$ cat src/rtl/bcd_to_bin_seq_if.sv
// rtl/bcd_to_bin_seq_if.sv - request/result bundle for the sequential BCD-to-binary converter
interface bcd_to_bin_seq_if #(
   parameter int DIGITS = 3,
   parameter int BIN_W  = 10
);
   logic                  start;
   logic [4*DIGITS-1:0]   bcd_in;
   logic                  busy;
   logic                  done;
   logic [BIN_W-1:0]      bin_out;
   logic                  err;
   logic                  ovf;

   modport master (
      output start,
      output bcd_in,
      input  busy,
      input  done,
      input  bin_out,
      input  err,
      input  ovf
   );

   modport slave (
      input  start,
      input  bcd_in,
      output busy,
      output done,
      output bin_out,
      output err,
      output ovf
   );
endinterface

$ cat src/rtl/bcd_to_bin_seq.sv
// rtl/bcd_to_bin_seq.sv - reverse double dabble BCD-to-binary converter, one bit per clock
module bcd_to_bin_seq #(
   parameter int DIGITS = 3,
   parameter int BIN_W  = 10
) (
   input  logic              clk,
   input  logic              rst_n,
   bcd_to_bin_seq_if.slave   bus
);
   localparam int BCD_W = 4 * DIGITS;
   localparam int SR_W  = BCD_W + BIN_W;
   localparam logic [3:0] LAST_ITER = 4'(BIN_W - 1);
   localparam logic [BIN_W-1:0] GAME_MAX = BIN_W'(255);

   typedef enum logic {
      IDLE,
      CONV
   } state_t;

   state_t            state;
   logic [SR_W-1:0]   sreg;
   logic [3:0]        iter;
   logic              busy_q;
   logic              done_q;
   logic [BIN_W-1:0]  bin_q;
   logic              err_q;
   logic              ovf_q;

   logic [SR_W-1:0]   shifted;
   logic [SR_W-1:0]   corrected;
   logic              digit_bad;

   // One iteration: shift right, then pull each BCD nibble that reached >= 8 back by 3.
   always_comb begin
      shifted   = sreg >> 1;
      corrected = shifted;
      for (int i = 0; i < DIGITS; i++) begin
         if (shifted[BIN_W+4*i +: 4] >= 4'd8) begin
            corrected[BIN_W+4*i +: 4] = shifted[BIN_W+4*i +: 4] - 4'd3;
         end
      end
   end

   always_comb begin
      digit_bad = 1'b0;
      for (int i = 0; i < DIGITS; i++) begin
         if (bus.bcd_in[4*i +: 4] > 4'd9) begin
            digit_bad = 1'b1;
         end
      end
   end

   always_ff @(posedge clk or negedge rst_n) begin
      if (!rst_n) begin
         state  <= IDLE;
         sreg   <= '0;
         iter   <= '0;
         busy_q <= 1'b0;
         done_q <= 1'b0;
         bin_q  <= '0;
         err_q  <= 1'b0;
         ovf_q  <= 1'b0;
      end else begin
         done_q <= 1'b0;
         case (state)
            IDLE: begin
               if (bus.start) begin
                  if (digit_bad) begin
                     // Bad digits are reported at once without entering CONV.
                     done_q <= 1'b1;
                     err_q  <= 1'b1;
                     bin_q  <= '0;
                     ovf_q  <= 1'b0;
                  end else begin
                     sreg   <= {bus.bcd_in, {BIN_W{1'b0}}};
                     iter   <= '0;
                     busy_q <= 1'b1;
                     state  <= CONV;
                  end
               end
            end
            CONV: begin
               sreg <= corrected;
               iter <= iter + 4'd1;
               if (iter == LAST_ITER) begin
                  bin_q  <= corrected[BIN_W-1:0];
                  err_q  <= 1'b0;
                  ovf_q  <= (corrected[BIN_W-1:0] > GAME_MAX);
                  done_q <= 1'b1;
                  busy_q <= 1'b0;
                  state  <= IDLE;
               end
            end
            default: begin
               state  <= IDLE;
               busy_q <= 1'b0;
            end
         endcase
      end
   end

   assign bus.busy    = busy_q;
   assign bus.done    = done_q;
   assign bus.bin_out = bin_q;
   assign bus.err     = err_q;
   assign bus.ovf     = ovf_q;
endmodule

$ cat src/flat_wrapper.sv
// flat-port wrapper written by rule: the top's interface ports become plain ports
module bcd_to_bin_seq_flat 
#(
   parameter int DIGITS = 3,
   parameter int BIN_W  = 10
)
  (clk, rst_n, bus_start, bus_bcd_in, bus_busy, bus_done, bus_bin_out, bus_err, bus_ovf);
  bcd_to_bin_seq_if #(.DIGITS(DIGITS), .BIN_W(BIN_W)) bus_i ();
  input  logic clk;
  input  logic rst_n;
  input wire logic [$bits(bus_i.start)-1:0] bus_start;
  input wire logic [$bits(bus_i.bcd_in)-1:0] bus_bcd_in;
  output wire logic [$bits(bus_i.busy)-1:0] bus_busy;
  output wire logic [$bits(bus_i.done)-1:0] bus_done;
  output wire logic [$bits(bus_i.bin_out)-1:0] bus_bin_out;
  output wire logic [$bits(bus_i.err)-1:0] bus_err;
  output wire logic [$bits(bus_i.ovf)-1:0] bus_ovf;
  assign bus_i.start = bus_start;
  assign bus_i.bcd_in = bus_bcd_in;
  assign bus_busy = bus_i.busy;
  assign bus_done = bus_i.done;
  assign bus_bin_out = bus_i.bin_out;
  assign bus_err = bus_i.err;
  assign bus_ovf = bus_i.ovf;
  bcd_to_bin_seq #(.DIGITS(DIGITS), .BIN_W(BIN_W)) u_core (.clk(clk), .rst_n(rst_n), .bus(bus_i));
endmodule
$ cat config.mk
export PLATFORM = sky130hd
export DESIGN_NAME = bcd_to_bin_seq_flat
export DESIGN_NICKNAME = d
export VERILOG_FILES = /design/src/rtl/bcd_to_bin_seq_if.sv /design/src/rtl/bcd_to_bin_seq.sv /design/src/flat_wrapper.sv
export SDC_FILE = /design/constraint.sdc
export NUM_CORES = 1
export LEC_CHECK = 0
export ABC_AREA = 1
export BUFFER_PORTS_ARGS = -buffer_cell sky130_fd_sc_hd__buf_2
export CAP_MARGIN = 20
export CORE_MARGIN = 2
export CORE_UTILIZATION = 50
export DETAILED_ROUTE_END_ITERATION = 7
export GPL_ROUTABILITY_DRIVEN = 0
export PLACE_DENSITY = 0.78
export SKIP_LAST_GASP = 1
export SLEW_MARGIN = 10
export SYNTH_ARGS = -nofsm -noshare
export SYNTH_HDL_FRONTEND = slang
export SYNTH_SLANG_ARGS = --single-unit
$ cat constraint.sdc
create_clock -name clk -period 3.32 [get_ports clk]
set_clock_uncertainty 0.15 [all_clocks]
set_input_delay 0.332 -clock clk [delete_from_list [all_inputs] [get_ports clk]]
set_output_delay 0.332 -clock clk [all_outputs]
set_load 0.005 [all_outputs]
# ---- Word-level counts from Yosys, hierarchy flattened
# Cells that the tools add are included.
dict set report totals {
  rom_bits 0
  output_inout_bits 14
  reg_bits 41
  elab_cells 63
  ramBits 0
  latch_bits 0
  mem_count 0
  in_bits 15
}
dict set report classes {
  bitwise_logic 1
  n_div 0
  shifts 0
  reduce_logical 3
  mul 0
  add_sub_neg 4
  order_cmp 7
  muxes 35
  eq_ne 5
}
# operator count
set ops {}
lappend ops {{$mux 22} 2}
lappend ops {{$pmux 22 s2} 1}
lappend ops {{$mux 10} 3}
lappend ops {{$mux 4} 5}
lappend ops {{$pmux 10 s2} 1}
lappend ops {{$mux 1} 17}
lappend ops {{$gt 4x4->1 const B} 3}
lappend ops {{$gt 10x8->1 const B} 1}
lappend ops {{$pmux 1 s2} 5}
lappend ops {{$ge 4x4->1 const B} 2}
lappend ops {{$pmux 4 s2} 1}
lappend ops {{$sub 4x2->4 const B} 2}
lappend ops {{$ne 2x2->1 const B} 3}
lappend ops {{$reduce_and 3->1} 2}
lappend ops {{$add 4x1->4 const B} 1}
lappend ops {{$eq 4x4->1 const B} 1}
lappend ops {{$ge 3x4->1 const B} 1}
lappend ops {{$sub 3x2->4 const B} 1}
lappend ops {{$ne 2x1->1 const B} 1}
lappend ops {{$reduce_and 2->1} 1}
lappend ops {{$not 1->1} 1}

# ---- Depth between registers and ports, before layout
dict set report depth {
  depth_word 7
  ltp_mapped 8
  mapped_depth_nobuf 8
}

# ---- Worst setup path before layout
# No wires, ideal clock.
dict set report synth_timing {
  kind {flip-flop to flip-flop}
  start {register u_core.iter[1]}
  end {register u_core.busy_q, in the netlist u_core.bus.busy}
  period_less_slack_ns 1.399
  path_stages_with_launch 9
  setup_ns 0.124
  n_path_buf 1
  arrival_time_ns 1.126
  t_required_ns 3.046
  path_slack_ns 1.921
  cell_sequence {dfrtp_1 inv_1 ha_1 nand2_1 nor2_2 nand2_1 buf_6 nand2_1 nand2_1}
}
dict set report synth_via {
  elab_chain_cells 3
}
# item line_no
set synth_lines {}
lappend synth_lines {{start: declaration} bcd_to_bin_seq.sv:22} ;# logic [3:0] iter;
lappend synth_lines {{start signal: assignment} bcd_to_bin_seq.sv:84} ;# iter <= iter + 4'd1;
lappend synth_lines {{$eq 4x4->1} bcd_to_bin_seq.sv:85} ;# if (iter == LAST_ITER) begin
lappend synth_lines {{$ne 2x2->1 (no line)} --}
lappend synth_lines {{$reduce_and 3->1 (no line)} --}
lappend synth_lines {{end signal: assignment} bcd_to_bin_seq.sv:77} ;# busy_q <= 1'b1;
lappend synth_lines {{end signal: assignment} bcd_to_bin_seq.sv:90} ;# busy_q <= 1'b0;
lappend synth_lines {{end signal: assignment} bcd_to_bin_seq.sv:96} ;# busy_q <= 1'b0;
lappend synth_lines {{end: declaration} bcd_to_bin_seq.sv:23} ;# logic busy_q;
# Every way passes these cells.
# A chain may end at the register's enable or synchronous reset.

# ---- Worst setup path after layout
dict set report layout_timing {
  start {register u_core.iter[1]}
  end {register u_core.bin_q[0], in the netlist u_core.bus.bin_out[0]}
}
dict set report layout_via {
  elab_chain_cells 3
}
# item line_no
set layout_lines {}
lappend layout_lines {{$eq 4x4->1} bcd_to_bin_seq.sv:85}
lappend layout_lines {{$ne 2x2->1 (no line)} --}
lappend layout_lines {{$reduce_and 3->1 (no line)} --}
lappend layout_lines {{end signal: assignment} bcd_to_bin_seq.sv:86} ;# bin_q <= corrected[BIN_W-1:0];
lappend layout_lines {{end: declaration} bcd_to_bin_seq.sv:25} ;# logic [BIN_W-1:0] bin_q;
# Every way passes these cells.

==> results.py <==
metrics = {
    "outcome": {
        "status": "complete, no violations",
    },
    "worst_setup_path": {
        "end_kind": "register",
        "cp.arrival_ns": 2.05,
        "reg2reg_from": "u_core.iter[1]",
        "start_kind": "register",
        "path_class": "register to register",
        "worstPathRequired_ns": 3.36,
        "startpoint": "u_core.iter[1]",
        "cp_max_fo": 14,
    },
    "synth": {
        "syn_area_um2": 2146,
        "ys_seq_area_share_pct": 46.65,
        "ys_types": 24,
        "synth_seq_cells": 40,
        "synth_nets": 272,
        "syn_avg_cell_area_um2": 8.549,
        "syn_inst": 251,
        "ys.warnings.count": 0,
    },
    "clock_network": {
        "clkTransAtPathRegs_ns": 0.08,
        "ctsResizeCount": 0,
        "cts.sinks": 40,
        "ctsLongestPathBuffers": 2,
        "clock_latency_ns": 0.30,
        "htreeDepth": 2,
        "cts_made_buffers": 5,
        "cts_tree": "yes",
        "cts_hold_buf": 0,
        "postCtsSetupBuffers": 0,
        "root_buffer": "clkbuf_8",
    },
    "global_routing": {
        "grt_pass1_vias": 1550,
        "grt_antenna_before_repair": 0,
        "grt_pass1_wl_um": 7224,
        "met3_usage_pct": 4.360,
        "busiest_layer": "met2",
        "grtUsageMet2_pct": 28.85,
        "overflow": 0,
        "grtUsageMet1_pct": 25.52,
        "grt_max_degree": 42,
        "grt_usage_pct": 18.48,
    },
    "cells_and_area": {
        "area_delta_synth_final_pct": 8.805,
        "antenna_cells": 0,
        "nNetsFinal": 292,
        "drive_above_1_share_pct": 22.43,
    },
    "timing": {
        "drv_slew": 0,
        "period_share_pct": 60.55,
        "rsz0062_at_grt": "false",
        "relSlewSlack_pct": 40.52,
        "fin_crit_ns": 2.010,
        "setup_ws_ns": 1.310,
        "max_freq_ghz": 0.4974,
        "worstMarginPinSlew_ns": 0.8922,
        "hold_violations": 0,
        "final.setup.tns_ns": 0,
        "setup_viol_count_final": 0,
    },
    "placed_design": {
        "place_ws_ns": 1.319,
        "portBuffers": 28,
        "dp.final_hpwl_um": 2591,
    },
    "detailed_routing": {
        "drc": 0,
        "antenna_left": 0,
        "drt_iter0_markers": 147,
        "viasPerCell": 5.177,
        "avgRoutedWirePerCell_um": 12.32,
        "dr_total_vias": 1667,
        "drtPass1Iterations": 4,
        "totalWireLength_um": 3968,
    },
    "die": {
        "die-area_um2": 4832,
        "die_w_um": 69.51,
        "coreArea_um2": 4058,
        "fp.dieH_um": 69.51,
        "placementRows": 23,
        "num_io_pins": 29,
        "initial_core_util_pct": 52.88,
    },
    "run": {
        "maxCapViolCount": 0,
    },
    "pwr": {
        "switching_share_pct": 40.15,
        "power.density_nw_per_um2": 860.9,
        "power.internal_w": 0.001203,
        "power_frac_comb_pct": 36.7,
        "seqPwrFrac_pct": 42.2,
        "p_leak_nw": 1.272,
        "clockPowerShare_pct": 21.1,
        "p_sw_w": 0.0008070,
        "vdd_drop_max_v": 0.0003435,
    },
    "worst_hold_path": {
        "hold_path_class": "input port to async pin",
    },
}
synth_stat cells:
master	count	area, um2
dfrtp_1	40	1001
nand3_2	13	130.1
a21oi_1	3	15.01
o211ai_1	1	7.510
nor2_2	1	6.260
o21ai_2	3	26.28
inv_1	14	52.55
nand2_1	80	300.3
nor2_1	5	18.77
buf_6	6	67.56
nand3_1	48	240.2
inv_4	1	6.260
buf_12	1	20.02
buf_2	5	25.02
o21ai_0	10	50.05
nand4_1	2	12.51
buf_4	4	30.03
nand2_2	2	12.51
and2_1	1	6.260
xor2_1	1	8.760
nand4_2	1	12.51
or2_2	2	12.51
ha_1	6	75.07
a21oi_2	1	8.760
routing by layer:
layer / share of wire (%) / up-vias / wire (um)
met1: 49 / 761 / 1939
met5: 0 / - / 0
met3: 5.1 / 7 / 203
met2: 44 / 44 / 1763
met4: 1.5 / 0 / 61
li1: - / 855 / -
power groups by stage:
stage	Combinational, W	Clock [W]	Sequential (W)
finish	0.000737	0.000425	0.000849
global route	0.000867	0.000454	0.000882
CTS	0.000745	0.000436	0.000849
detailed placement	0.000745	0	0.000856
global placement	0.000715	0	0.000852
floorplan	0.000661	0	0.000819
sequential cells by signal, indices dropped and copies added, names as in the netlist:
| name | count |
|---|---|
| u_core.bus.ovf | 1 |
| u_core.sreg | 21 |
| u_core.iter | 4 |
| u_core.bus.busy | 1 |
| u_core.bus.done | 1 |
| u_core.state | 1 |
| u_core.bus.bin_out | 10 |
| u_core.bus.err | 1 |
metrics by stage:
stage                     std cells  hold slack (ns)  power, W  instance area, um2  utilization, %
after floorplan                 251          -0.1136  0.001481                2146               -
after global placement          314           0.3143  0.001566                2213           54.55
after detailed placement        314           0.3289  0.001600                2213           54.55
after CTS                       322          0.03871  0.002030                2335           57.54
after global routing            322          0.09574  0.002203                2335           57.54
final                           322         0.001501  0.002010                2335           57.54
worst max-delay path, cell delays in order, from the launching register on:
cell     delay (ns)
dfrtp_1        0.42
inv_1          0.07
ha_1           0.13
nand2_1        0.06
nor2_2         0.34
nand2_1        0.46
nand3_1        0.21
nand2_1        0.07
placed cells by master (no fill, tap or decap), drive strengths merged:
cell	count
bufinv	1
inv	15
nand3	61
xor2	1
dfrtp	40
a21oi	4
nand4	3
clkbuf	6
nor2	6
buf	29
ha	6
nand2	82
o21ai	13
or2	2
clkinv	1
o211ai	1
and2	1
cell families after synthesis:
kind of cell    synth area share, %
fa+ha+maj                     3.498
flops                         46.65
buf+inv                       9.388
xor+xnor                     0.4082
compound gates                5.015
simple gates                  35.04
path summary, 6_finish.rpt:
| kind | to | slack (ns) | cells past startpoint |
|---|---|---|---|
| min | u_core.state | 0.002 | 1 |
| min reg2reg | u_core.bus.busy | 0.34 | 2 |
| max | u_core.bus.bin_out[0] | 1.31 | 7 |
| max in group asynchronous | u_core.iter[0] | 2.45 | 1 |
| max reg2reg | u_core.bus.bin_out[0] | 1.31 | 7 |
| min in group clk | u_core.sreg[18] | 0.21 | 5 |
final cells by class:
type / count / area, um2
clock buffer: 6 / 82.58
clock inverter: 2 / 38.79
fill: 374 / 1723
inverter: 15 / 58.81
multi-input combinational: 180 / 943.4
sequential: 40 / 1001
tap: 50 / 62.56
timing repair buffer: 29 / 147.6
Note: power is estimated with default switching activity, not from simulation.
